File: src/rtl/regwb_pkg.sv
// Shared types and sizes for the register-file writeback path.
package regwb_pkg;

  localparam int NUM_REGS = 32;
  localparam int REG_AW   = 5;
  localparam int DATA_W   = 32;

  // One queued multdiv result. valid drops when the entry is issued or squashed.
  typedef struct packed {
    logic              valid;
    logic [REG_AW-1:0] rd;
    logic [DATA_W-1:0] data;
  } wb_entry_t;

endpackage

File: src/rtl/regwb_queue.sv
// Circular buffer of multdiv writeback results.
// Squashed entries keep their slot (valid=0) until they reach the head and are
// popped, so count/full track slots in use, not live results.
module regwb_queue
  import regwb_pkg::*;
#(
  parameter int DEPTH = 4
) (
  input  logic                clock,
  input  logic                ctrl_reset,
  // enqueue at tail
  input  logic                enq_valid,
  input  logic [REG_AW-1:0]   enq_rd,
  input  logic [DATA_W-1:0]   enq_data,
  // pop head (issue or silent drop of a squashed head)
  input  logic                pop,
  // two parallel rd-match squash ports
  input  logic                sq_a_valid,
  input  logic [REG_AW-1:0]   sq_a_rd,
  input  logic                sq_b_valid,
  input  logic [REG_AW-1:0]   sq_b_rd,
  // status
  output wb_entry_t           head,
  output logic                empty,
  output logic                full,
  output logic [NUM_REGS-1:0] pending
);

  localparam int PW = $clog2(DEPTH);
  localparam int CW = PW + 1;

  wb_entry_t         entries_q [DEPTH];
  wb_entry_t         entries_d [DEPTH];
  logic [PW-1:0]     head_q, head_d;
  logic [PW-1:0]     tail_q, tail_d;
  logic [CW-1:0]     count_q, count_d;
  logic              enq_fire;
  logic              pop_fire;

  assign empty    = (count_q == '0);
  assign full     = (count_q == CW'(DEPTH));
  assign enq_fire = enq_valid && !full;
  assign pop_fire = pop && !empty;
  assign head     = entries_q[head_q];

  // Next-state: squash, then pop, then enqueue. The new entry is written last
  // so a same-cycle squash on its rd only hits the older copies.
  always_comb begin
    entries_d = entries_q;
    head_d    = head_q;
    tail_d    = tail_q;
    for (int i = 0; i < DEPTH; i++) begin
      if (sq_a_valid && (entries_q[i].rd == sq_a_rd)) entries_d[i].valid = 1'b0;
      if (sq_b_valid && (entries_q[i].rd == sq_b_rd)) entries_d[i].valid = 1'b0;
    end
    if (pop_fire) begin
      entries_d[head_q].valid = 1'b0;
      head_d                  = head_q + PW'(1);
    end
    if (enq_fire) begin
      entries_d[tail_q] = '{valid: 1'b1, rd: enq_rd, data: enq_data};
      tail_d            = tail_q + PW'(1);
    end
    count_d = count_q + CW'(enq_fire) - CW'(pop_fire);
  end

  // Queue state registers.
  always_ff @(posedge clock or posedge ctrl_reset) begin
    if (ctrl_reset) begin
      head_q  <= '0;
      tail_q  <= '0;
      count_q <= '0;
      for (int i = 0; i < DEPTH; i++) entries_q[i] <= '0;
    end else begin
      head_q  <= head_d;
      tail_q  <= tail_d;
      count_q <= count_d;
      for (int i = 0; i < DEPTH; i++) entries_q[i] <= entries_d[i];
    end
  end

  // Pending scoreboard: one bit per register with a live queued write.
  always_comb begin
    pending = '0;
    for (int i = 0; i < DEPTH; i++) begin
      if (entries_q[i].valid) pending[entries_q[i].rd] = 1'b1;
    end
    pending[0] = 1'b0;
  end

endmodule

File: src/rtl/regfile_write_arbiter.sv
// Sole driver of the register file write port. Pipeline writebacks always win;
// multdiv results wait in regwb_queue and drain into idle port cycles. A
// starvation counter raises stall_req when the queue head is blocked too long.
module regfile_write_arbiter
  import regwb_pkg::*;
#(
  parameter int DEPTH        = 4,
  parameter int STARVE_LIMIT = 8
) (
  input  logic                clock,
  input  logic                ctrl_reset,
  input  logic                pipe_we,
  input  logic [REG_AW-1:0]   pipe_rd,
  input  logic [DATA_W-1:0]   pipe_data,
  input  logic                md_valid,
  input  logic [REG_AW-1:0]   md_rd,
  input  logic [DATA_W-1:0]   md_data,
  output logic                md_ready,
  output logic                ctrl_writeEnable,
  output logic [REG_AW-1:0]   ctrl_writeReg,
  output logic [DATA_W-1:0]   data_writeReg,
  output logic [NUM_REGS-1:0] pending,
  output logic                stall_req
);

  localparam int SCW = $clog2(STARVE_LIMIT + 1);

  wb_entry_t         q_head;
  logic              q_empty;
  logic              q_full;
  logic              pipe_slot;
  logic              md_enq;
  logic              head_issue;
  logic              squash_pop;
  logic              pop;

  logic              we_q,    we_d;
  logic [REG_AW-1:0] wreg_q,  wreg_d;
  logic [DATA_W-1:0] wdata_q, wdata_d;
  logic [SCW-1:0]    starve_q, starve_d;
  logic              stall_q, stall_d;

  // r0 writes are architecturally dead: they take no port slot and no entry.
  assign pipe_slot  = pipe_we && (pipe_rd != '0);
  assign md_ready   = !q_full && !ctrl_reset;
  assign md_enq     = md_valid && md_ready && (md_rd != '0);
  assign head_issue = !pipe_slot && !q_empty && q_head.valid;
  assign squash_pop = !pipe_slot && !q_empty && !q_head.valid;
  assign pop        = head_issue || squash_pop;

  // Pipe write squashes any older queued copy of its rd; a new md result
  // squashes any older queued copy of its own rd.
  regwb_queue #(
    .DEPTH (DEPTH)
  ) u_queue (
    .clock      (clock),
    .ctrl_reset (ctrl_reset),
    .enq_valid  (md_enq),
    .enq_rd     (md_rd),
    .enq_data   (md_data),
    .pop        (pop),
    .sq_a_valid (pipe_slot),
    .sq_a_rd    (pipe_rd),
    .sq_b_valid (md_enq),
    .sq_b_rd    (md_rd),
    .head       (q_head),
    .empty      (q_empty),
    .full       (q_full),
    .pending    (pending)
  );

  // Port selection: pipe first, then a live queue head, else idle.
  always_comb begin
    we_d    = 1'b0;
    wreg_d  = '0;
    wdata_d = '0;
    if (pipe_slot) begin
      we_d    = 1'b1;
      wreg_d  = pipe_rd;
      wdata_d = pipe_data;
    end else if (head_issue) begin
      we_d    = 1'b1;
      wreg_d  = q_head.rd;
      wdata_d = q_head.data;
    end
  end

  // Starvation counter: counts blocked-head cycles, saturates at the limit.
  // stall_req follows one cycle behind and drops on the edge the head leaves.
  always_comb begin
    starve_d = starve_q;
    if (q_empty || pop) begin
      starve_d = '0;
    end else if (q_head.valid && pipe_slot && (starve_q < SCW'(STARVE_LIMIT))) begin
      starve_d = starve_q + SCW'(1);
    end
    stall_d = !q_empty && !pop && (starve_q >= SCW'(STARVE_LIMIT));
  end

  // Registered port outputs and starvation state.
  always_ff @(posedge clock or posedge ctrl_reset) begin
    if (ctrl_reset) begin
      we_q     <= 1'b0;
      wreg_q   <= '0;
      wdata_q  <= '0;
      starve_q <= '0;
      stall_q  <= 1'b0;
    end else begin
      we_q     <= we_d;
      wreg_q   <= wreg_d;
      wdata_q  <= wdata_d;
      starve_q <= starve_d;
      stall_q  <= stall_d;
    end
  end

  assign ctrl_writeEnable = we_q;
  assign ctrl_writeReg    = wreg_q;
  assign data_writeReg    = wdata_q;
  assign stall_req        = stall_q;

endmodule

File: config.mk
export PLATFORM = sky130hd
export DESIGN_NAME = regfile_write_arbiter
export DESIGN_NICKNAME = d
export VERILOG_FILES = /design/src/rtl/regwb_pkg.sv /design/src/rtl/regwb_queue.sv /design/src/rtl/regfile_write_arbiter.sv
export SDC_FILE = /design/constraint.sdc
export NUM_CORES = 1
export LEC_CHECK = 0
export BUFFER_PORTS_ARGS = -buffer_cell sky130_fd_sc_hd__buf_2
export CORE_MARGIN = 2
export CORE_UTILIZATION = 63
export DETAILED_ROUTE_END_ITERATION = 10
export PLACE_DENSITY = 0.86
export SYNTH_ARGS = -nofsm -noshare
export SYNTH_HDL_FRONTEND = slang
export SYNTH_HIERARCHICAL = 1
export SYNTH_SLANG_ARGS = --single-unit
File: constraint.sdc
create_clock -name clock -period 10.53 [get_ports clock]
set_clock_uncertainty 0.2 [all_clocks]
set_input_delay 2.106 -clock clock [delete_from_list [all_inputs] [get_ports clock]]
set_output_delay 2.106 -clock clock [all_outputs]
set_load 0.02 [all_outputs]
== After elaboration in Yosys (flattened, before gate mapping) ==
Index checks and enable logic that the tools add are counted.

* Logic and storage cells: 131
* Output and inout bits: 72
* Register bits after elaboration: 202
* Input port bits: 78

* Muxes and demuxes: 39
* Equal/unequal tests: 9
* Add/subtract/negate cells: 5
* Reductions and logical operators: 39
* Order comparisons: 14
* Bitwise gates (word level): 5

{| class="wikitable"
|+ Operators with widths
! operator !! number
|-
| 152-bit bitwise mux || 2
|-
| 152-bit 2-to-1 mux || 2
|-
| 32-bit 2-to-1 mux || 6
|-
| 38-bit demux with 2-bit select || 2
|-
| 38-bit 2-to-1 mux || 4
|-
| 32-bit bitwise OR || 3
|-
| 38-bit binary-select mux with 2-bit select || 1
|-
| 5-bit equality test || 8
|-
| 1-bit logical AND || 27
|-
| 5-bit by 6-bit less-than comparator with 1-bit output, second input constant || 4
|-
| 1-bit demux with 5-bit select || 4
|-
| 5-bit by 1-bit >= comparator with 1-bit output, second input constant || 4
|-
| 1-bit 2-to-1 mux || 14
|-
| 5-bit 2-to-1 mux || 2
|-
| 5-bit nonzero test || 2
|-
| 4-bit 2-to-1 mux || 2
|-
| 3-bit >= comparator, second input constant || 2
|-
| 1-bit logical NOT || 6
|-
| 3-bit by 1-bit less-than comparator with 1-bit output, second input constant || 2
|-
| 2-bit NOT with 3-bit output || 2
|-
| 2-bit by 1-bit adder with 2-bit output, second input constant || 2
|-
| 4-bit by 1-bit adder with 4-bit output, second input constant || 1
|-
| 4-bit >= comparator, second input constant || 1
|-
| 4-bit less-than comparator, second input constant || 1
|-
| 6 further kinds || 7
|}

== Logic depth before layout (Yosys ltp) ==
Gate-level depths: netlist of run 1.

* Depth in word-level cells: 11
* Depth in mapped cells: 12
* Depth with buffers taken out: 11

== Hierarchy ==
The synthesis of run 1 kept the hierarchy.

{| class="wikitable"
|+ Modules (own cells, without submodules)
! module !! cells an instance !! sequential area each (µm²) !! area each (µm²) !! times used
|-
| regwb_queue || 647 || 3978.8 || 8943.6 || 1
|-
| regfile_write_arbiter || 188 || 1076.0 || 2033.2 || 1
|}

== Worst setup path before layout of run 1 ==
No wires, ideal clock.

* Path kind: input to output
* From: input ctrl_reset
* To: output md_ready
* Stages on the path: 1
* Data arrival time: 2.428 ns
* Path slack: 5.796 ns
* Cell sequence: nor2_1

* Word-level cells in the longest chain between the ends: 2

{| class="wikitable"
|+ RTL lines
! item !! RTL line !! text
|-
| from (decl) || regfile_write_arbiter.sv:11 || <nowiki>input logic ctrl_reset,</nowiki>
|-
| 1-bit logical NOT (no source line) || -- ||
|-
| 1-bit logical AND || regfile_write_arbiter.sv:45 || <nowiki>assign md_ready = !q_full && !ctrl_reset;</nowiki>
|-
| to (decl) || regfile_write_arbiter.sv:18 || <nowiki>output logic md_ready,</nowiki>
|}

Every way passes these cells.

== Worst setup path after layout of run 1 ==
Ends and elaborated chain as after synthesis.

==> key figures, run 1 <==
Synthesis
  • Most used flip-flop cell after synthesis: dfrtp_1
  • Leading post-synthesis cells by instance count: dfrtp_1, nand2_1, mux2_4
  • Synthesized-area fraction occupied by adder cells: 0.0155
  • Synth Area in Compound Gates: 0.0943
  • Number of different library cells in the post-synthesis netlist: 54
  • Combinational family with the most area after synthesis: multiplexers
  • Synthesized Nets: around 900
  • Fraction of synthesized cell area in xor and xnor cells: 0.0367
  • Gate count of the mapped netlist: between 800 and 900
  • Leading post-synthesis cells by cell area: dfrtp_1, mux2_4, mux4_2
  • Register area share after synthesis: 0.461
  • Number of enable-type register cells in the synthesized netlist: 0
  • Share of cell area taken by muxes after synthesis: 0.257
  • Synth Register Bits: approximately 200
  • Mean instance size in the synthesized netlist: 13.1 um2
  • Largest area contributor in the netlist: dfrtp_1
  • Post-synth top area share: 0.461
  • Area share of and/or/nand/nor cells after synthesis: 0.0881
  • Most instantiated library cell after synthesis: dfrtp_1
  • Mapped Area: 11000 um2
  • Share of async-settable or async-resettable flops after synthesis: 1.00
  • Warnings, synthesis: 6

Global routing
  • Maximum number of pins on one net before global-route repair: 93
  • First-pass GRT wire length: 43800 um
  • Met3 Use GR: 0.0548
  • Aggregate global-route resource usage: 0.305
  • Layer carrying the most global-route usage: met2
  • Via count of the first global-routing pass: 8086
  • Met2 Usage GRT: 0.488
  • Total overflow reported by the global router: 0
  • Initial antenna violation count: 1
  • Met1 Use GR: 0.422

Floorplan
  • DIE WIDTH: roughly 140 um
  • Die Footprint: roughly 18000 um2
  • I/O Pins: 150
  • Starting Density: 0.639
  • Std-Cell Rows: 48
  • Height of the die: 136 um
  • Core Region: between 15000 and 20000 um2

STA
  • Timing-limited maximum frequency: 205 MHz
  • Tcrit/Tclk final: 0.464
  • Setup repair after global routing missed its margin: false
  • Max-slew violation count: 0
  • Setup TNS: 0 ns
  • Post-route setup slack: around 5.6 ns
  • Min Clock Period, post-route: a little under 5 ns
  • Transition time of the tightest slew-check pin: between 1 and 1.5 ns
  • Slew Limit Headroom: 0.238
  • Final setup viols: 0
  • Final worst hold slack: around 0.3 ns
  • Total count of hold-check failures in the final report: 0

Setup path
  • R2r worst-path depth: 11
  • Data arrival at the endpoint of the critical path: roughly 2.6 ns
  • Crit Reg-Reg Startpoint: u_queue/count_q[2]$_DFF_PP0_
  • Timing startpoint of the critical path: ctrl_reset
  • CP Data Required Time: 8.22 ns
  • Reg-to-reg endpoint: u_queue/count_q[2]$_DFF_PP0_
  • Worst Setup End Kind: output pin
  • Kind of start point of the critical path: input port
  • Critical path capture point: md_ready
  • Setup slack of the most critical reg-to-reg path: a little over 7 ns
  • Max Fanout on Critical Path: 3
  • Startpoint-to-endpoint class of the critical path: input port to output pin

Finish
  • Final layout net count: about 1000
  • Proportion of layout cells with a drive suffix above 1: 0.442
  • Area taken by flip-flops and latches: between 5000 and 6000 um2
  • Footprint of the multi-input gates: around 5400 um2
  • Area growth, synth to finish: 11.7%
  • Fillers: 1114

Clocking
  • Maximum clock insertion buffer count: 3
  • Number of CTS-inserted buffers: 21
  • Number of buffers inserted by hold repair at cts: 0
  • Resized Gates After CTS: 0
  • TritonCTS clock tree: yes
  • Clock tree root driver cell: clkbuf_16
  • Buffer count from post-CTS setup fixing: 0
  • # H-tree levels: 1
  • CTS sink count: 202
  • Clock network latency to the later pin of the worst-skew pair: approximately 0.50 ns
  • Clock transition at the registers of the reported paths: ~0.06 ns

Detailed routing
  • First-pass iteration count of the detailed router: 6
  • DRC violations left: 0
  • Total wire length after detailed routing: roughly 28000 um
  • Mean number of vias per cell: roughly 6.5
  • Routed len/inst: approximately 24 um
  • Number of nets with antenna violations after routing: 0
  • Routed via count: 7677
  • 1st-iter DRT viols: 890

Power
  • Power density over the cells: ~310 nW/um2
  • Reported leakage power: about 5.8 nW
  • Largest voltage drop on the vdd net: between 150 and 200 uV

Min path
  • Number of cells traversed by the worst hold path: 1
  • Path category of the worst min-delay check: register to register

Place
  • Final GP Congestion: slightly above 0.9
  • HPWL after detailed placement: ~17000 um
  • Placement Setup Slack: between 5 and 6 ns
  • Quantity of I/O buffers inserted on ports: 148

Outcome
  • Status: finished clean

Job
  • Count of maximum capacitance violations: 0
-- metrics by stage --
stage | total power (W) | cells | cell area, um2 | utilization
2_1_floorplan | 0.00260 | 835 | 11000 | -
3_3_place_gp | 0.00290 | 1140 | 11600 | 0.675
3_5_place_dp | 0.00297 | 1140 | 11600 | 0.675
4_1_cts | 0.00372 | 1176 | 12300 | 0.714
5_1_grt | 0.00392 | 1176 | 12300 | 0.714
6_report | 0.00374 | 1177 | 12300 | 0.714
-- cells in the final DEF, fill, tap and decap left out, drive strengths merged, types with 2 or more instances in the layout --
cell type,count
nor3b,11
or3b,7
dfrtp,202
a21oi,4
o32ai,2
and3b,6
ha,12
buf,153
nand3,6
nor2b,3
and3,8
inv,17
xnor2,28
nand4,4
o22ai,43
xor2,18
a22oi,12
nand2,88
nand3b,13
a32o,5
a211o,4
nor3,9
o21ai,9
a221o,10
o211ai,6
nor4,4
mux4,38
o221ai,15
mux2,148
clkbuf,34
or3,3
nor2,18
a41oi,2
-- layout make-up --
class                      instances  area share
clock inverter                     2     0.00112
sequential                       202       0.412
clock buffer                      34      0.0534
antenna                            1    0.000204
multi-input combinational        544       0.441
timing repair buffer             153      0.0635
tap                              225      0.0230
inverter                          16     0.00551
-- critical path, cell delays in order --
cell and delay [ns]:
buf_2 0.14, nor2_1 0.14, buf_2 0.19
-- state kept, by name, indices dropped and copies added, names as in the netlist --
name,count
u_queue/head_q,2
u_queue/count_q,3
ctrl_writeReg,5
u_queue/entries_q,152
starve_q,4
u_queue/tail_q,2
ctrl_writeEnable,1
stall_req,1
data_writeReg,32
-- kinds of logic after synthesis --
group           after synthesis
compound gates              115
xor+xnor                     46
simple gates                182
mux                         187
other cells                   1
flops                       202
buf+inv                      89
fa+ha+maj                    13
-- worst min path at each step --
stage                                             from                                  to  slack [ns]
floorplan           u_queue/entries_q[100]$_DFFE_PP0P_  u_queue/entries_q[100]$_DFFE_PP0P_        0.27
global placement     u_queue/entries_q[59]$_DFFE_PP0P_   u_queue/entries_q[59]$_DFFE_PP0P_        0.28
detailed placement  u_queue/entries_q[116]$_DFFE_PP0P_  u_queue/entries_q[116]$_DFFE_PP0P_        0.29
finish               u_queue/entries_q[95]$_DFFE_PP0P_   u_queue/entries_q[95]$_DFFE_PP0P_        0.30
CTS                  u_queue/entries_q[20]$_DFFE_PP0P_   u_queue/entries_q[20]$_DFFE_PP0P_        0.30
global route         u_queue/entries_q[13]$_DFFE_PP0P_   u_queue/entries_q[13]$_DFFE_PP0P_        0.31
-- layer usage --
| metal | share of wire | wire, um |
|---|---|---|
| met1 | 0.40 | 11300 |
| met2 | 0.48 | 13400 |
| met3 | 0.081 | 2250 |
| met4 | 0.036 | 1000 |
| met5 | 0 | 0 |
-- report_power, final --
group,total (W),leakage (nW),internal (W),switching (W)
Clock,0.000716,0.331,0.000423,0.000293
Sequential,0.00149,2.48,0.00112,0.000369
Combinational,0.00154,2.95,0.000830,0.000708
Total,0.00374,5.75,0.00238,0.00137
(Power assumes the default switching activity.)
==> run 2, diff against run 1 <==
--- a/config.mk
+++ b/config.mk
@@ -5,11 +5,12 @@
 export SDC_FILE = /design/constraint.sdc
 export NUM_CORES = 1
 export LEC_CHECK = 0
+export ABC_AREA = 1
 export BUFFER_PORTS_ARGS = -buffer_cell sky130_fd_sc_hd__buf_2
 export CORE_MARGIN = 2
-export CORE_UTILIZATION = 63
+export CORE_UTILIZATION = 58
 export DETAILED_ROUTE_END_ITERATION = 10
-export PLACE_DENSITY = 0.86
+export PLACE_DENSITY = 0.8
 export SYNTH_ARGS = -nofsm -noshare
 export SYNTH_HDL_FRONTEND = slang
 export SYNTH_HIERARCHICAL = 1
==> constraint.sdc (replaced) <==
create_clock -name clock -period 4.92 [get_ports clock]
set_clock_uncertainty 0.2 [all_clocks]
set_input_delay 0.984 -clock clock [delete_from_list [all_inputs] [get_ports clock]]
set_output_delay 0.984 -clock clock [all_outputs]
set_load 0.02 [all_outputs]
==> key figures, run 2 <==
Outcome
  • Status: finished clean

Finish
  • Area growth, synth to finish: 11.7% (about the same)
  • Most used cells in the layout excluding fill and tap cells: nand2_1, dfrtp_1, buf_2, o21ai_0, nor2_1
  • Top reg by flops: u_queue/entries_q
  • Proportion of layout cells with a drive suffix above 1: 0.175 (-0.266)
  • Leading cell type in the layout, fill and taps excluded: nand2_1
  • Share of the core filled with cells in the final layout: 0.665 (-0.0486)
  • Number of flip-flops in the largest register: 152 (unchanged)
  • Area of all placed cells without fillers: 12100 um2 (-1.5%)
  • Diode insertion count for antenna repair: 0 (-1)
  • Final layout net count: 1567 (+52%)

STA
  • Final setup viols: 0 (unchanged)
  • Max-slew violation count: 0 (unchanged)
  • Total count of hold-check failures in the final report: 0 (unchanged)
  • Min Clock Period, post-route: about 3.5 ns
  • Slew Limit Headroom: 0.313 (+0.0749)
  • Transition time of the tightest slew-check pin: 1.03 ns (-0.111 ns)
  • Post-route setup slack: 1.38 ns (-4.27 ns)
  • Tcrit/Tclk final: 0.720
  • Timing-limited maximum frequency: about 280 MHz
  • Setup TNS: 0 ns (unchanged)
  • Setup repair after global routing missed its margin: false

Setup path
  • CP Data Required Time: 3.74 ns (-4.48 ns)
  • Data arrival at the endpoint of the critical path: 2.36 ns (-0.22 ns)
  • Max Fanout on Critical Path: 12 (+9)
  • Kind of start point of the critical path: register
  • Worst Setup End Kind: output pin
  • Startpoint-to-endpoint class of the critical path: register to output pin

Synthesis
  • Warnings, synthesis: 6 (unchanged)
  • Mapped Area: 10800 um2 (-1.6%)
  • Register area share after synthesis: 0.468 (+0.00731)
  • Most used flip-flop cell after synthesis: dfrtp_1
  • Post-synth top area share: 0.468 (+0.00731)
  • Mean instance size in the synthesized netlist: 7.88 um2 (-40%)
  • Synthesized Nets: 1463 (+58%)
  • Share of async-settable or async-resettable flops after synthesis: 1.00 (unchanged)
  • Synth Register Bits: 202 (unchanged)
  • Number of different library cells in the post-synthesis netlist: 34 (-37%)
  • Leading post-synthesis cells by cell area: dfrtp_1, nand2_1, o21ai_0
  • Number of enable-type register cells in the synthesized netlist: 0 (unchanged)
  • Leading post-synthesis cells by instance count: nand2_1, dfrtp_1, o21ai_0
  • Gate count of the mapped netlist: 1372 (+64%)
  • Largest area contributor in the netlist: dfrtp_1
  • Most instantiated library cell after synthesis: nand2_1

Clocking
  • CTS sink count: 202 (unchanged)
  • TritonCTS clock tree: yes
  • Clock transition at the registers of the reported paths: 0.06 ns (about the same)
  • Number of buffers inserted by hold repair at cts: 0 (unchanged)
  • Clock network latency to the later pin of the worst-skew pair: 0.49 ns (about the same)
  • # H-tree levels: 1 (unchanged)
  • Buffer count from post-CTS setup fixing: 0 (unchanged)
  • Clock tree root driver cell: clkbuf_16
  • Number of CTS-inserted buffers: 21 (unchanged)
  • Maximum clock insertion buffer count: 3 (unchanged)
  • Resized Gates After CTS: 0 (unchanged)

Place
  • Placement Setup Slack: 1.72 ns (-3.60 ns)
  • HPWL after detailed placement: 21200 um (+27%)
  • Final GP Congestion: 0.979 (+7.0%)
  • Cell Area, Placed: 11400 um2 (-1.5%)
  • Quantity of I/O buffers inserted on ports: 148 (unchanged)

Power
  • Power density over the cells: 651 nW/um2 (+110%)
  • Reported leakage power: 6.23 nW (+8.2%)
  • Part of the power in combinational logic: 0.426 (+0.015)
  • Power share of the clock group: 0.190 (about the same)
  • Largest voltage drop on the vdd net: 436 uV (+140%)
  • Relative contribution of sequential cells to total power: 0.384 (-0.014)
  • Internal power: 0.00436 W (+84%)
  • Power consumption: 0.00786 W (+110%)
  • P_sw: 0.00350 W (+160%)
  • Switching Fraction: 0.445 (+0.0797)

Global routing
  • Aggregate global-route resource usage: 0.333 (+0.0287)
  • Met3 Use GR: 0.0554 (+0.000575)
  • Initial antenna violation count: 0 (-1)
  • Met2 Usage GRT: 0.555 (+0.0670)
  • Total overflow reported by the global router: 0 (unchanged)
  • First-pass GRT wire length: 52400 um (+20%)
  • Via count of the first global-routing pass: 10000 (+24%)
  • Layer carrying the most global-route usage: met2
  • Maximum number of pins on one net before global-route repair: 93 (unchanged)
  • Met1 Use GR: 0.432 (+0.0108)

Detailed routing
  • Routed len/inst: 19.1 um (-20%)
  • 1st-iter DRT viols: 1012 (+14%)
  • Number of nets with antenna violations after routing: 0 (unchanged)
  • DRC violations left: 0 (unchanged)
  • First-pass iteration count of the detailed router: 5 (-1)
  • Mean number of vias per cell: 5.95 (-8.8%)
  • Total wire length after detailed routing: 32800 um (+17%)
  • Routed via count: 10200 (+33%)

Floorplan
  • Starting Density: 0.595 (-0.0436)
  • Height of the die: 140 um (+3.3%)
  • Core Region: 18100 um2 (+5.7%)
  • Std-Cell Rows: 49 (+2.1%)
  • I/O Pins: 150 (unchanged)
  • DIE WIDTH: 140 um (+3.3%)
  • Die Footprint: 19700 um2 (+6.7%)

Job
  • Count of maximum capacitance violations: 0 (unchanged)

Min path
  • Path category of the worst min-delay check: register to register
==> run 2: cell count changes after synthesis, sizes merged, moves of 16 or more <==
cell	delta
inv	+90
nand3	+61
nor2	+103
xnor2	-27
nand2	+277
clkbuf	-16
o22ai	+29
buf	+27
mux2	-148
o21ai	+217
nand4	+33
mux4	-38
or2	+20
a21oi	+21
==> run 2: final timing paths <==
kind | slack (ns) | end | depth (start not counted) | from
worst max-delay path | 1.38 | pending[25] | 5 | u_queue/entries_q[71]$_DFFE_PP0P_
worst min-delay path | 0.28 | u_queue/entries_q[92]$_DFFE_PP0P_ | 2 | u_queue/entries_q[92]$_DFFE_PP0P_
worst max register to register | 2.06 | starve_q[2]$_DFFE_PP0P_ | 10 | u_queue/head_q[1]$_DFFE_PP0N_
worst min register to register | 0.28 | u_queue/entries_q[92]$_DFFE_PP0P_ | 2 | u_queue/entries_q[92]$_DFFE_PP0P_
max in group asynchronous | 3.10 | u_queue/entries_q[49]$_DFFE_PP0P_ | 3 | ctrl_reset
min in group asynchronous | 0.48 | u_queue/count_q[1]$_DFF_PP0_ | 2 | ctrl_reset
==> run 2: area by class of cell <==
class / count / area (um2)
Timing Repair Buffer: 165 / 881
Tap cell: 229 / 287
Fill cell: 1534 / 6080
Clock inverter: 4 / 23.8
Sequential cell: 202 / 5060
Inverter: 108 / 412
Clock buffer: 32 / 627
Multi-Input combinational cell: 978 / 4790
==> run 2: stage by stage <==
stage,hold WS (ns),instances
after floorplan,0.248,1372
after global placement,0.259,1682
after detailed placement,0.264,1682
after CTS,0.278,1718
after global routing,0.288,1718
final,0.280,1718
==> run 2: power groups by stage <==
stage	registers, W	logic [W]	clock network (W)
after detailed placement	0.00299	0.00328	0
after global placement	0.00298	0.00320	0
after CTS	0.00298	0.00331	0.00152
after global routing	0.00309	0.00372	0.00158
after floorplan	0.00284	0.00247	0
final	0.00302	0.00335	0.00149
==> run 2: worst max-delay path: stages, from the launching register on <==
cell	delay (ns)
dfrtp_1	0.48
inv_1	0.36
nand3_1	0.36
or2_2	0.40
nand3_1	0.10
buf_2	0.17
==> run 2: cells by family after synthesis <==
group,Yosys count,synth area share
simple gates,628,0.244
compound gates,330,0.177
flops,202,0.468
buf+inv,192,0.0903
fa+ha+maj,13,0.0157
xor+xnor,6,0.00486
other cells,1,0.000347
==> run 2: layer usage <==
metal  up-vias  wire length, um
li1       4773                -
met1      4794            13100
met2       551            15500
met3       102             2830
met4         0             1360
met5         -                0
==> run 3, diff against run 2 <==
--- a/config.mk
+++ b/config.mk
@@ -8,9 +8,9 @@
 export ABC_AREA = 1
 export BUFFER_PORTS_ARGS = -buffer_cell sky130_fd_sc_hd__buf_2
 export CORE_MARGIN = 2
-export CORE_UTILIZATION = 58
+export CORE_UTILIZATION = 53
 export DETAILED_ROUTE_END_ITERATION = 10
-export PLACE_DENSITY = 0.8
+export PLACE_DENSITY = 0.77
 export SYNTH_ARGS = -nofsm -noshare
 export SYNTH_HDL_FRONTEND = slang
 export SYNTH_HIERARCHICAL = 1
==> constraint.sdc (replaced) <==
create_clock -name clock -period 2.8 [get_ports clock]
set_clock_uncertainty 0.2 [all_clocks]
set_input_delay 0.56 -clock clock [delete_from_list [all_inputs] [get_ports clock]]
set_output_delay 0.56 -clock clock [all_outputs]
set_load 0.02 [all_outputs]
==> key figures, run 3 (same netlist as run 2, synthesis figures left out) <==
Outcome
  • Status: finished clean

Floorplan
  • Die Footprint: 21500 um2 (+9.2%)
  • Starting Density: 0.537 (-0.0580)
  • Height of the die: 147 um (+4.5%)
  • I/O Pins: 150 (unchanged)
  • DIE WIDTH: 147 um (+4.5%)
  • Std-Cell Rows: 52 (+6.1%)
  • Core Region: 20100 um2 (+11%)

Detailed routing
  • Number of nets with antenna violations after routing: 0 (unchanged)
  • First-pass iteration count of the detailed router: 5 (unchanged)
  • 1st-iter DRT viols: 1159 (+15%)
  • Total wire length after detailed routing: 32400 um (-0.99%)
  • Routed len/inst: 18.0 um (-5.6%)
  • Mean number of vias per cell: 5.80 (-2.5%)
  • Routed via count: 10400 (+2.2%)
  • DRC violations left: 0 (unchanged)

Min path
  • Startpoint of the lowest-slack hold path: pipe_data[13]
  • Number of cells traversed by the worst hold path: 3 (+1)
  • Path category of the worst min-delay check: input port to register

Finish
  • Leading cell type in the layout, fill and taps excluded: nand2_1
  • Proportion of layout cells with a drive suffix above 1: 0.211 (+0.0357)
  • Area growth, synth to finish: 17.5%
  • Top reg by flops: u_queue/entries_q
  • Number of flip-flops in the largest register: 152 (unchanged)
  • Final layout net count: 1606 (+2.5%)
  • Non-filler instance count after layout: 1802 (+4.9%)
  • Area of all placed cells without fillers: 12700 um2 (+5.2%)
  • Most used cells in the layout excluding fill and tap cells: nand2_1, dfrtp_1, buf_2, o21ai_0, nor2_1

Setup path
  • Kind of start point of the critical path: register
  • Crit Reg-Reg Startpoint: u_queue/count_q[1]$_DFF_PP0_
  • Worst Setup End Kind: output pin
  • Slowest stage delay, CP: 0.44 ns (-0.04 ns)
  • CP Data Required Time: 2.04 ns (-1.70 ns)
  • R2r worst-path depth: 12 (+2)
  • Library cell contributing the largest single delay on the critical path: dfrtp_1
  • Max Fanout on Critical Path: 8 (-4)
  • Data arrival at the endpoint of the critical path: 2.03 ns (-0.33 ns)
  • Timing startpoint of the critical path: u_queue/entries_q[146]$_DFFE_PP0P_
  • Startpoint-to-endpoint class of the critical path: register to output pin
  • Category of cells accounting for the largest share of critical-path delay: simple AND/OR/NAND/NOR gates
  • Critical Path, Cell by Cell: inv_1 -> nand3_1 -> o22ai_1 -> or2_1 -> buf_2
  • Sum of buffers and inverters on the critical path: 2 (unchanged)
  • Critical path depth in cells: 5 (unchanged)

Power
  • Power density over the cells: 1160 nW/um2 (+78%)
  • Reported leakage power: 6.51 nW (+4.5%)
  • Largest voltage drop on the vdd net: 588 uV (+35%)

Global routing
  • Via count of the first global-routing pass: 9952 (-0.89%)
  • Maximum number of pins on one net before global-route repair: 76 (-18%)
  • Total overflow reported by the global router: 0 (unchanged)
  • Initial antenna violation count: 0 (unchanged)
  • First-pass GRT wire length: 51800 um (-1.1%)
  • Aggregate global-route resource usage: 0.299 (-0.0340)

Place
  • Quantity of I/O buffers inserted on ports: 148 (unchanged)
  • Final GP Congestion: 1.03 (+5.0%)
  • Cell count after placement: 1758 (+4.5%)
  • HPWL after detailed placement: 20800 um (-2.1%)
  • Cell Area, Placed: 11800 um2 (+3.4%)

STA
  • Setup repair after global routing missed its margin: true
  • Slew Limit Headroom: 0.562 (+0.250)
  • Transition time of the tightest slew-check pin: 0.657 ns (-0.373 ns)
  • Min Clock Period, post-route: 2.79 ns
  • Tcrit/Tclk final: 0.996
  • Final setup viols: 0 (unchanged)
  • Timing-limited maximum frequency: approximately 360 MHz
  • Total count of hold-check failures in the final report: 0 (unchanged)
  • Max-slew violation count: 0 (unchanged)

Clocking
  • Clock transition at the registers of the reported paths: 0.06 ns (about the same)
  • # H-tree levels: 1 (unchanged)
  • Clock tree root driver cell: clkbuf_16
  • Clock network latency to the later pin of the worst-skew pair: 0.51 ns (+0.02 ns)
  • Number of CTS-inserted buffers: 22 (+4.8%)
  • TritonCTS clock tree: yes
  • Maximum clock insertion buffer count: 3 (unchanged)
  • CTS sink count: 202 (unchanged)

Job
  • Count of maximum capacitance violations: 0 (unchanged)
## run 3: cell count changes in the layout (fill, tap and decap cells not counted), sizes merged
cell | previous run | this run
buf | 165 | 202
bufinv | 0 | 3
clkbuf | 32 | 33
clkinv | 6 | 4
clkinvlp | 1 | 3
diode | 0 | 1
dlygate4sd3 | 0 | 1
## run 3: repair_timing
| action | CTS | global route |
|---|---|---|
| hold endpoints to repair | 12 | 0 |
| buffers inserted | 0 | 2 |
| resized for setup | 2 | 18 |
| hold buffers | 1 | 0 |
| endpoints found under the setup margin | 5 | 24 |
## run 3: worst paths after layout
check                                                         end  slack [ns]
worst max-delay path                                  pending[10]        0.01
worst max register to register       u_queue/count_q[2]$_DFF_PP0_        0.34
worst min register to register  u_queue/entries_q[58]$_DFFE_PP0P_        0.27
worst min-delay path                  data_writeReg[13]$_DFF_PP0_        0.05
min in group asynchronous       u_queue/entries_q[66]$_DFFE_PP0P_        0.43
max in group asynchronous       u_queue/entries_q[69]$_DFFE_PP0P_        1.28
## run 3: worst reg2reg max path, stage by stage (launching register included)
cell and delay (ns):
dfrtp_1 0.38, inv_2 0.08, nand3_2 0.10, inv_1 0.05, nor2_1 0.12, nand3_1 0.09
inv_1 0.18, nand2_4 0.10, ha_1 0.28, inv_1 0.04, ha_1 0.18, fa_1 0.37
xor2_1 0.17
## run 3: through the flow
step | setup TNS [ns] | power (W) | setup WS, ns | util | hold WS (ns)
after floorplan | 0 | 0.00932 | 0.0251 | - | 0.248
after global placement | 0 | 0.0112 | 0.224 | 0.587 | 0.259
after detailed placement | 0 | 0.0113 | 0.211 | 0.587 | 0.263
after CTS | 0 | 0.0145 | 0.000845 | 0.628 | 0.0359
after global routing | -0.0377 | 0.0157 | -0.0266 | 0.631 | 0.0564
final | 0 | 0.0147 | 0.0125 | 0.631 | 0.0486
## run 3: per-layer routing
layer	vias up	share of wire	track usage	routed length [um]
li1	4847	-	-	-
met1	4922	0.41	0.419	13300
met3	97	0.091	0.0447	2940
met5	-	0	0	0
met4	0	0.039	0.132	1270
met2	582	0.46	0.467	14900
## run 3: area by class of cell
class,instances,area [um2]
clock buffers,33,672
repair buffers,203,1240
well taps,270,338
multi-input cells,978,4830
inverters,108,422
diodes,1,2.50
fillers,1693,7410
clock inverters,7,125
flip-flops and latches,202,5060
## run 3: power breakdown
part,switching [W],internal (W),total (W)
Sequential,0.000792,0.00421,0.00500
Combinational,0.00442,0.00222,0.00664
Clock,0.00115,0.00194,0.00309
Total,0.00636,0.00836,0.0147
